--- src/rtl/l15_arb_pkg.sv ---
// Shared definitions for the L1.5 request arbiter: requester ids and stage states.
package l15_arb_pkg;

    localparam int NREQ = 5;

    typedef logic [$clog2(NREQ)-1:0] req_portid_t;

    localparam req_portid_t PID_ICACHE = req_portid_t'(0);
    localparam req_portid_t PID_DMISS  = req_portid_t'(1);
    localparam req_portid_t PID_WBUF   = req_portid_t'(2);
    localparam req_portid_t PID_UCRD   = req_portid_t'(3);
    localparam req_portid_t PID_UCWR   = req_portid_t'(4);

    // Staging register is either empty or holding a request offered to L1.5.
    typedef enum logic {
        ST_IDLE = 1'b0,
        ST_SEND = 1'b1
    } stage_state_e;

endpackage

--- src/rtl/rr_arbiter.sv ---
// Combinational round-robin picker: first set request at or after the pointer.
module rr_arbiter #(
    parameter int N    = 5,
    parameter int IdxW = $clog2(N)
) (
    input  logic [N-1:0]    req_i,
    input  logic [IdxW-1:0] ptr_i,
    output logic [N-1:0]    gnt_o,
    output logic [IdxW-1:0] gnt_idx_o,
    output logic            gnt_valid_o
);

    int unsigned cand_s;

    // Scan requesters starting at the pointer, wrapping, and take the first hit.
    always_comb begin
        gnt_o       = '0;
        gnt_idx_o   = '0;
        gnt_valid_o = 1'b0;
        cand_s      = 0;
        for (int unsigned i = 0; i < N; i++) begin
            cand_s = (int'(ptr_i) + i) % N;
            if (!gnt_valid_o && req_i[cand_s]) begin
                gnt_o[cand_s] = 1'b1;
                gnt_idx_o     = IdxW'(cand_s);
                gnt_valid_o   = 1'b1;
            end else begin
                gnt_valid_o   = gnt_valid_o;
            end
        end
    end

endmodule

--- src/rtl/l15_req_arbiter.sv ---
// Shares the L1.5 request channel among the I$/D$ requesters with one-entry
// staging, round-robin fairness and per-requester outstanding caps.
module l15_req_arbiter
    import l15_arb_pkg::*;
#(
    parameter int NReq           = NREQ,
    parameter int PayloadWidth   = 128,
    parameter int MaxOutstanding = 4,
    parameter int CntWidth       = $clog2(MaxOutstanding + 1),
    localparam int PidWidth      = $clog2(NReq)
) (
    input  logic                         clk_i,
    input  logic                         rst_i,
    input  logic [NReq-1:0]              req_valid_i,
    output logic [NReq-1:0]              req_ready_o,
    input  logic [NReq*PayloadWidth-1:0] req_payload_i,
    input  logic [NReq-1:0]              rsp_done_i,
    input  logic                         inhibit_i,
    output logic                         l15_val_o,
    output logic [PayloadWidth-1:0]      l15_payload_o,
    output logic [PidWidth-1:0]          l15_pid_o,
    input  logic                         l15_header_ack_i,
    output logic                         drained_o,
    output logic                         err_o
);

    stage_state_e                       state_r, state_next_s;
    logic [PidWidth-1:0]                ptr_r;
    logic [NReq-1:0][CntWidth-1:0]      cnt_r, cnt_next_s;
    logic [PayloadWidth-1:0]            payload_r;
    logic [PidWidth-1:0]                pid_r;
    logic                               err_r;
    logic                               err_hit_s;
    logic [NReq-1:0]                    elig_s;
    logic [NReq-1:0]                    gnt_oh_s;
    logic [PidWidth-1:0]                gnt_idx_s;
    logic                               gnt_any_s;
    logic                               grant_fire_s;

    // A requester may be picked only if it is below its in-flight cap and no fence blocks grants.
    always_comb begin
        elig_s = '0;
        for (int k = 0; k < NReq; k++) begin
            elig_s[k] = req_valid_i[k] & (cnt_r[k] < CntWidth'(MaxOutstanding)) & ~inhibit_i;
        end
    end

    rr_arbiter #(
        .N    (NReq),
        .IdxW (PidWidth)
    ) u_rr (
        .req_i       (elig_s),
        .ptr_i       (ptr_r),
        .gnt_o       (gnt_oh_s),
        .gnt_idx_o   (gnt_idx_s),
        .gnt_valid_o (gnt_any_s)
    );

    // Stage can take a new request when empty or when its current one is leaving this cycle.
    always_comb begin
        grant_fire_s = gnt_any_s & ((state_r == ST_IDLE) | l15_header_ack_i);
        if (grant_fire_s) begin
            req_ready_o = gnt_oh_s;
        end else begin
            req_ready_o = '0;
        end
    end

    // Staging FSM: fill on grant, empty on ack unless refilled back-to-back.
    always_comb begin
        state_next_s = state_r;
        case (state_r)
            ST_IDLE: begin
                if (grant_fire_s) state_next_s = ST_SEND;
                else              state_next_s = ST_IDLE;
            end
            ST_SEND: begin
                if (l15_header_ack_i && !grant_fire_s) state_next_s = ST_IDLE;
                else                                   state_next_s = ST_SEND;
            end
            default: state_next_s = ST_IDLE;
        endcase
    end

    // Per-requester in-flight counts; a done with nothing outstanding is flagged, not counted.
    always_comb begin
        cnt_next_s = cnt_r;
        err_hit_s  = 1'b0;
        for (int k = 0; k < NReq; k++) begin
            if (req_ready_o[k] && !rsp_done_i[k]) begin
                if (cnt_r[k] < CntWidth'(MaxOutstanding)) cnt_next_s[k] = cnt_r[k] + CntWidth'(1);
                else                                      cnt_next_s[k] = cnt_r[k];
            end else if (rsp_done_i[k] && !req_ready_o[k]) begin
                if (cnt_r[k] == CntWidth'(0)) err_hit_s     = 1'b1;
                else                          cnt_next_s[k] = cnt_r[k] - CntWidth'(1);
            end else begin
                cnt_next_s[k] = cnt_r[k];
            end
        end
    end

    // State, stage contents, RR pointer, counters and sticky error.
    always_ff @(posedge clk_i) begin
        if (rst_i) begin
            state_r   <= ST_IDLE;
            ptr_r     <= '0;
            cnt_r     <= '0;
            payload_r <= '0;
            pid_r     <= '0;
            err_r     <= 1'b0;
        end else begin
            state_r <= state_next_s;
            cnt_r   <= cnt_next_s;
            err_r   <= err_r | err_hit_s;
            if (grant_fire_s) begin
                payload_r <= req_payload_i[int'(gnt_idx_s)*PayloadWidth +: PayloadWidth];
                pid_r     <= gnt_idx_s;
                ptr_r     <= (gnt_idx_s == PidWidth'(NReq - 1)) ? '0 : gnt_idx_s + PidWidth'(1);
            end
        end
    end

    assign l15_val_o     = (state_r == ST_SEND);
    assign l15_payload_o = payload_r;
    assign l15_pid_o     = pid_r;
    assign err_o         = err_r;
    assign drained_o     = (state_r == ST_IDLE) & (cnt_r == '0);

endmodule
--- config.mk ---
export PLATFORM = sky130hd
export DESIGN_NAME = l15_req_arbiter
export DESIGN_NICKNAME = d
export VERILOG_FILES = /design/src/rtl/l15_arb_pkg.sv /design/src/rtl/rr_arbiter.sv /design/src/rtl/l15_req_arbiter.sv
export SDC_FILE = /design/constraint.sdc
export NUM_CORES = 1
export LEC_CHECK = 0
export BUFFER_PORTS_ARGS = -buffer_cell sky130_fd_sc_hd__buf_2
export CAP_MARGIN = 20
export CORE_AREA = 5 5 310 312
export DETAILED_ROUTE_END_ITERATION = 10
export DIE_AREA = 0 0 315 317
export GPL_ROUTABILITY_DRIVEN = 0
export GPL_TIMING_DRIVEN = 0
export MAX_ROUTING_LAYER = met4
export PLACE_DENSITY = 0.42
export SYNTH_ARGS = -nofsm -noshare
export SYNTH_HDL_FRONTEND = slang
export SYNTH_HIERARCHICAL = 1
export SYNTH_SLANG_ARGS = --single-unit
--- constraint.sdc ---
create_clock -name clk_i -period 7.2 [get_ports clk_i]
set_input_delay 0.36 -clock clk_i [delete_from_list [all_inputs] [get_ports clk_i]]
set_output_delay 0.36 -clock clk_i [all_outputs]
set_load 0.01 [all_outputs]
Word-level counts from Yosys, hierarchy flattened
Cells that the tools add are included.
{"block": "totals", "register_bits": 151, "input_bits": 654, "output_inout_bits": 139, "word_cells": 203}
{"block": "classes", "n_addsub": 15, "n_div": 5, "n_lt_le_gt_ge": 15, "n_eq_ne": 11, "n_shift": 1, "mux": 75, "bitwise": 20, "n_reduce_logical": 51}
{"cell": "$shiftx A640 B11 Y128", "n": 1}
{"cell": "$ge A32 B1 Y1 const B", "n": 5}
{"cell": "$lt A32 B4 Y1 const B", "n": 5}
{"cell": "$mod A32 B3 Y32 const B", "n": 4}
{"cell": "$mux W3", "n": 26}
{"cell": "$mod A3 B3 Y32 const B", "n": 1}
{"cell": "$mux W1", "n": 32}
{"cell": "$mux W5", "n": 6}
{"cell": "$logic_and A1 B1 Y1", "n": 20}
{"cell": "$or A5 B5 Y5", "n": 4}
{"cell": "$add A3 B1 Y3 const B", "n": 6}
{"cell": "$ne A2 B2 Y1 const B", "n": 8}
{"cell": "$bmux W1 S3", "n": 5}
{"cell": "$demux W1 S3", "n": 5}
{"cell": "$logic_not A1 Y1", "n": 15}
{"cell": "$logic_not A15 Y1", "n": 1}
{"cell": "$logic_not A3 Y1", "n": 5}
{"cell": "$lt A3 B3 Y1 const B", "n": 5}
{"cell": "$reduce_and A3 Y1", "n": 5}
{"cell": "$sub A3 B1 Y3 const B", "n": 5}
{"cell": "$and A1 B1 Y1", "n": 12}
{"cell": "$reduce_bool A2 Y1", "n": 5}
{"cell": "$add A3 B2 Y4 const B", "n": 2}
{"cell": "$add A3 B1 Y4 const B", "n": 1}
{"cell": "other kinds (6)", "n": 9}

Longest topological paths before layout
{"block": "logic_depth", "depth_word": 37, "ltp_mapped": 29, "ltp_nobuf": 26}

Cells and area by module
The synthesis kept the hierarchy.
{"module": "l15_req_arbiter", "instances": 1, "cells_each": 932, "area_per_inst_um2": 10129.7, "seq_area_each_um2": 3022.9}
{"module": "rr_arbiter", "instances": 1, "cells_each": 321, "area_per_inst_um2": 2262.2, "seq_area_each_um2": 0.0}

Worst setup path after synthesis
OpenSTA, ideal clock, no wires.
{"block": "synth_timing", "path_kind": "reg-to-reg", "start": "register ptr_r[0]", "end": "register cnt_r[8] (netlist bit)", "setup_ns": 0.070, "t_arrival_ns": 6.233, "t_required_ns": 7.130, "setup_slack_ns": 0.897, "path_stages_with_launch": 29, "n_path_buf": 2, "period_less_slack_ns": 6.303, "cell_sequence": "dfxtp_1 > buf_2 > clkinv_1 > ha_1 > clkbuf_1 > inv_1 > ha_1 > inv_1 > ha_1 > nor3_1 > nor2_1 > xnor2_1 > ha_1 > nand2b_1 > and3_1 > o21ai_1 > nand2_1 > a31oi_1 > o32ai_1 > or2_2 > nor3b_1 > a211o_1 > and3_1 > ha_1 > inv_1 > fa_1 > xor2_1 > or4_1 > a21oi_1"}
{"block": "synth_between", "elab_cells_between_ends": 76, "classes_between": "add/sub (4); div (5); order compare (10); eq/ne (2); mux (32); bitwise (5); reduce/logical (18)"}
{"item": "from (decl)", "line": "l15_req_arbiter.sv:28", "rtl": "logic [PidWidth-1:0] ptr_r;"}
{"item": "from (signal assigned)", "line": "l15_req_arbiter.sv:118", "rtl": "ptr_r <= (gnt_idx_s == PidWidth'(NReq - 1)) ? '0 : gnt_idx_s + PidWidth'(1);"}
{"item": "parallel branches: the longest is 15 deep, another holds $mod A32 B3 Y32"}
{"item": "$mux W5 *", "line": "rr_arbiter.sv:23", "rtl": "if (!gnt_valid_o && req_i[cand_s]) begin"}
{"item": "named net gnt_oh_s[2]", "line": "l15_req_arbiter.sv:35", "rtl": "logic [NReq-1:0] gnt_oh_s;"}
{"item": "$mux W5 *", "line": "l15_req_arbiter.sv:62", "rtl": "if (grant_fire_s) begin"}
{"item": "named net req_ready_o[2]", "line": "l15_req_arbiter.sv:15", "rtl": "output logic [NReq-1:0] req_ready_o,"}
{"item": "$logic_not A1 Y1", "line": "l15_req_arbiter.sv:93", "rtl": "end else if (rsp_done_i[k] && !req_ready_o[k]) begin"}
{"item": "$logic_and A1 B1 Y1", "line": "l15_req_arbiter.sv:93"}
{"item": "$reduce_bool A2 Y1 (no line)"}
{"item": "$reduce_and A3 Y1 (no line)"}
{"item": "to (signal assigned)", "line": "l15_req_arbiter.sv:113", "rtl": "cnt_r <= cnt_next_s;"}
{"item": "to (decl)", "line": "l15_req_arbiter.sv:29", "rtl": "logic [NReq-1:0][CntWidth-1:0] cnt_r, cnt_next_s;"}
Mark *: on every way through the listed nets, which the timed path passes. The select of a mux whose other input is x is not followed.
A chain may end at the register's enable or synchronous reset.

Worst setup path after layout
{"block": "layout_timing", "start": "register ptr_r[0]", "end": "register payload_r[87], in the netlist l15_payload_o[87]"}
{"block": "layout_between", "elab_chain_len": 17, "elab_cells_between_ends": 39, "classes_between": "add/sub (4); div (5); shift (1); mux (20); bitwise (1); reduce/logical (8)"}
{"item": "parallel branches: the longest is 15 deep, another holds $mod A32 B3 Y32"}
{"item": "$mux W3 *", "line": "rr_arbiter.sv:23"}
{"item": "named net gnt_idx_s[0]", "line": "l15_req_arbiter.sv:36", "rtl": "logic [PidWidth-1:0] gnt_idx_s;"}
{"item": "$shiftx A640 B11 Y128 *", "line": "l15_req_arbiter.sv:116", "rtl": "payload_r <= req_payload_i[int'(gnt_idx_s)*PayloadWidth +: PayloadWidth];"}
{"item": "to (signal assigned)", "line": "l15_req_arbiter.sv:116"}
{"item": "to (decl)", "line": "l15_req_arbiter.sv:30", "rtl": "logic [PayloadWidth-1:0] payload_r;"}
Marks and branches as above.

==> run metrics <==
outcome finished, final reports clean; top cells by area, synth dfxtp_1, mux4_2, a211oi_1; die area 0.0999 mm^2; clock latency on the worst-skew pair 0.50 ns; 1st-iter DRT viols 1380; Async S/R FF share, synth 0%; CTS Buf Count 17; largest area contributor in the netlist dfxtp_1; vias 15300; DRC viols 0; CTS Sinks 151; row count 112; post-synth cell types 83; fin nets 2774; footprint of the multi-input gates 0.00860 mm^2; drt via density 4.51; initial antenna violation count 86; Bufs on Longest Clock Path 2; routed length per instance 28.3 um; synth warn 6; clk root buf clkbuf_16; Post-synth EDFFs 0; Final Cell Area 0.0189 mm^2; Critical Path AT 7.19 ns; mapped cell area 0.0124 mm^2; endpoints failing hold 0; fillcell total 10500; ys flop type dfxtp_1; I/O Pins 793; RSZ-0062 raised after global routing false; post-route insts no fill 3389; Max-slew headroom 21.2%; # port buffers 791; first-pass GRT wire length 126000 um; DP Area 0.0179 mm^2; clk slew on worst S/H paths 0.07 ns; max cap viols 0; Final Cycle Share 94.8%; PwrDens 703 mW/mm^2; die width 315 um; Layout Skew 0.0169 ns; largest net degree at the start of global routing 17; core area 0.0928 mm^2; worst-path fanout max 11; Final min period 6.83 ns; Worst setup EP type flip-flop; critical path class reg2reg; post-placement cell count 3299; gate count of the mapped netlist 1253; f_max 147 MHz; crit start category flip-flop; TritonRoute pass-1 iters 6; vias in the first global route 14900; hold_ws 0.249 ns; Worst IR Drop VDD 0.000335 V; Worst EP required 7.56 ns; # hold bufs at CTS 0; sequential-to-total area share from yosys stat 24.4%; Yosys top cell area share 24.4%; layout cells sized above 1 51.5%; DRT antenna net count 0; GRT Util Overall 18.8%; Mapped Nets 1956; Die Y 317 um; P_leak 8.16 nW; Initial Utilization 13.4%; Commonest cells post-synth a21oi_1, dfxtp_1, a211oi_1; Final Total Pwr 0.0133 W; Storage cell area 0.00303 mm^2; final wirelength 95900 um; CTS tree built; DP Wirelength 82800 um; endpoints failing setup 0; register bit count reported by yosys 151; Slew Viols, Final 0; count leader, synth a21oi_1; H-tree Lvls 4; GRT overflow 0; worst slew pin tran 1.18 ns; Layout area overhead 52.6%; Mean Syn Cell Area 9.89 um^2; worst hold path class in2reg
-- where the power goes --
group          total, W  internal, W  leakage, nW  switching, W
clock           0.00100     0.000531        0.293      0.000470
sequential      0.00143      0.00122         1.25      0.000216
combinational    0.0109      0.00457         6.62       0.00629
-- metal layers --
layer,routed length (um),vias to the layer above,part of all wire (%),global-route usage (%)
met2,40400,785,42,25.8
met5,0,-,0,-
li1,-,6798,-,-
met1,44200,7620,46,26.5
met4,2050,0,2.1,5.18
met3,9330,87,9.7,5.96
-- logic make-up (layout without fill, tap and decap cells) --
logic type / after synthesis / after routing / synth area share, %
AOI/OAI and AO/OA: 539 / 539 / 29.0
xor gates and xnor gates: 16 / 16 / 1.19
muxes: 146 / 146 / 24.8
other: 0 / 51 / 0
buffers and inverters: 175 / 1006 / 7.16
DFF: 151 / 151 / 24.4
adders and majority gates: 49 / 49 / 5.25
and+or+nand+nor: 177 / 177 / 8.22
-- final cells by class --
class / count / share of cell area (%)
Tap cell: 1254 / 8.30
Multi-Input combinational cell: 927 / 45.5
Inverter: 41 / 0.854
Timing Repair Buffer: 799 / 21.2
Antenna cell: 51 / 0.675
Buffer: 134 / 4.23
Sequential cell: 151 / 16.0
Clock inverter: 13 / 0.874
Clock buffer: 19 / 2.34
-- stage by stage --
stage	setup slack, ns	util, %	setup TNS (ns)
2_1_floorplan	0.897	-	0
3_3_place_gp	-1.58	19.3	-174.45
3_5_place_dp	-1.41	19.3	-144.67
4_1_cts	0.0323	20.1	0
5_1_grt	0.000815	20.3	0
6_report	0.374	20.4	0
-- layout by cell type (no fill, tap or decap), types with 6 or more instances in the layout --
cell         n
buf_2      804
a21oi_1    175
dfxtp_1    149
a211oi_1   130
mux4_2     128
a22oi_1    122
clkbuf_1    70
diode_2     51
ha_1        41
inv_1       37
o21ai_0     35
buf_6       26
nor2_1      26
nand2_1     23
nand3_1     22
clkbuf_16   17
mux2i_1     15
nor3_1      14
buf_4       12
xnor2_1     12
and3_1      11
or4_1       10
nor3b_1      9
clkbuf_2     8
o211ai_1     8
nor4_1       7
nor2b_1      7
nand2b_1     6
a22oi_2      6
buf_1        6
a21o_1       6
or2_2        6
-- final timing paths --
path / from / endpoint / slack [ns] / cells after the start
hold reg to reg: cnt_r[7]$_SDFFE_PP0P_ / cnt_r[7]$_SDFFE_PP0P_ / 0.51 / 2
hold / removal: req_payload_i[575] / l15_payload_o[63]$_SDFFE_PP0N_ / 0.25 / 3
setup reg to reg: ptr_r[0]$_SDFFE_PP0N_ / l15_payload_o[87]$_SDFFE_PP0N_ / 0.37 / 27
setup / recovery: ptr_r[0]$_SDFFE_PP0N_ / l15_payload_o[87]$_SDFFE_PP0N_ / 0.37 / 27
-- repair_timing --
item / 4_1_cts / 5_1_grt
pin swaps: 1 / 1
endpoints found under the setup margin: 154 / 152
gates resized for setup: 24 / 33
setup buffers: 2 / 5
cloned: 0 / 0
-- worst max-delay path, stage by stage (launching register included) --
cell      delay, ns
dfxtp_4        0.41
buf_4          0.20
inv_4          0.16
ha_1           0.22
clkbuf_4       0.23
inv_1          0.10
ha_2           0.42
inv_1          0.13
ha_1           0.24
nor3_2         0.18
nor2_1         0.10
xnor2_2        0.28
ha_2           0.28
nand2b_1       0.12
and3_1         0.22
o21a_1         0.20
nor3_1         0.21
or2_2          0.19
o32ai_1        0.10
or2_2          0.35
or3b_4         0.44
mux2_4         0.25
buf_6          0.20
buf_8          0.25
buf_6          0.23
mux4_2         0.53
a22oi_1        0.30
a211oi_1       0.12
-- registers in the layout (all words and copies together), names as in the netlist --
name / count
err_o: 1
l15_payload_o: 128
cnt_r: 15
l15_pid_o: 3
l15_val_o: 1
ptr_r: 3
No activity file was read; power rests on OpenSTA's default activity.
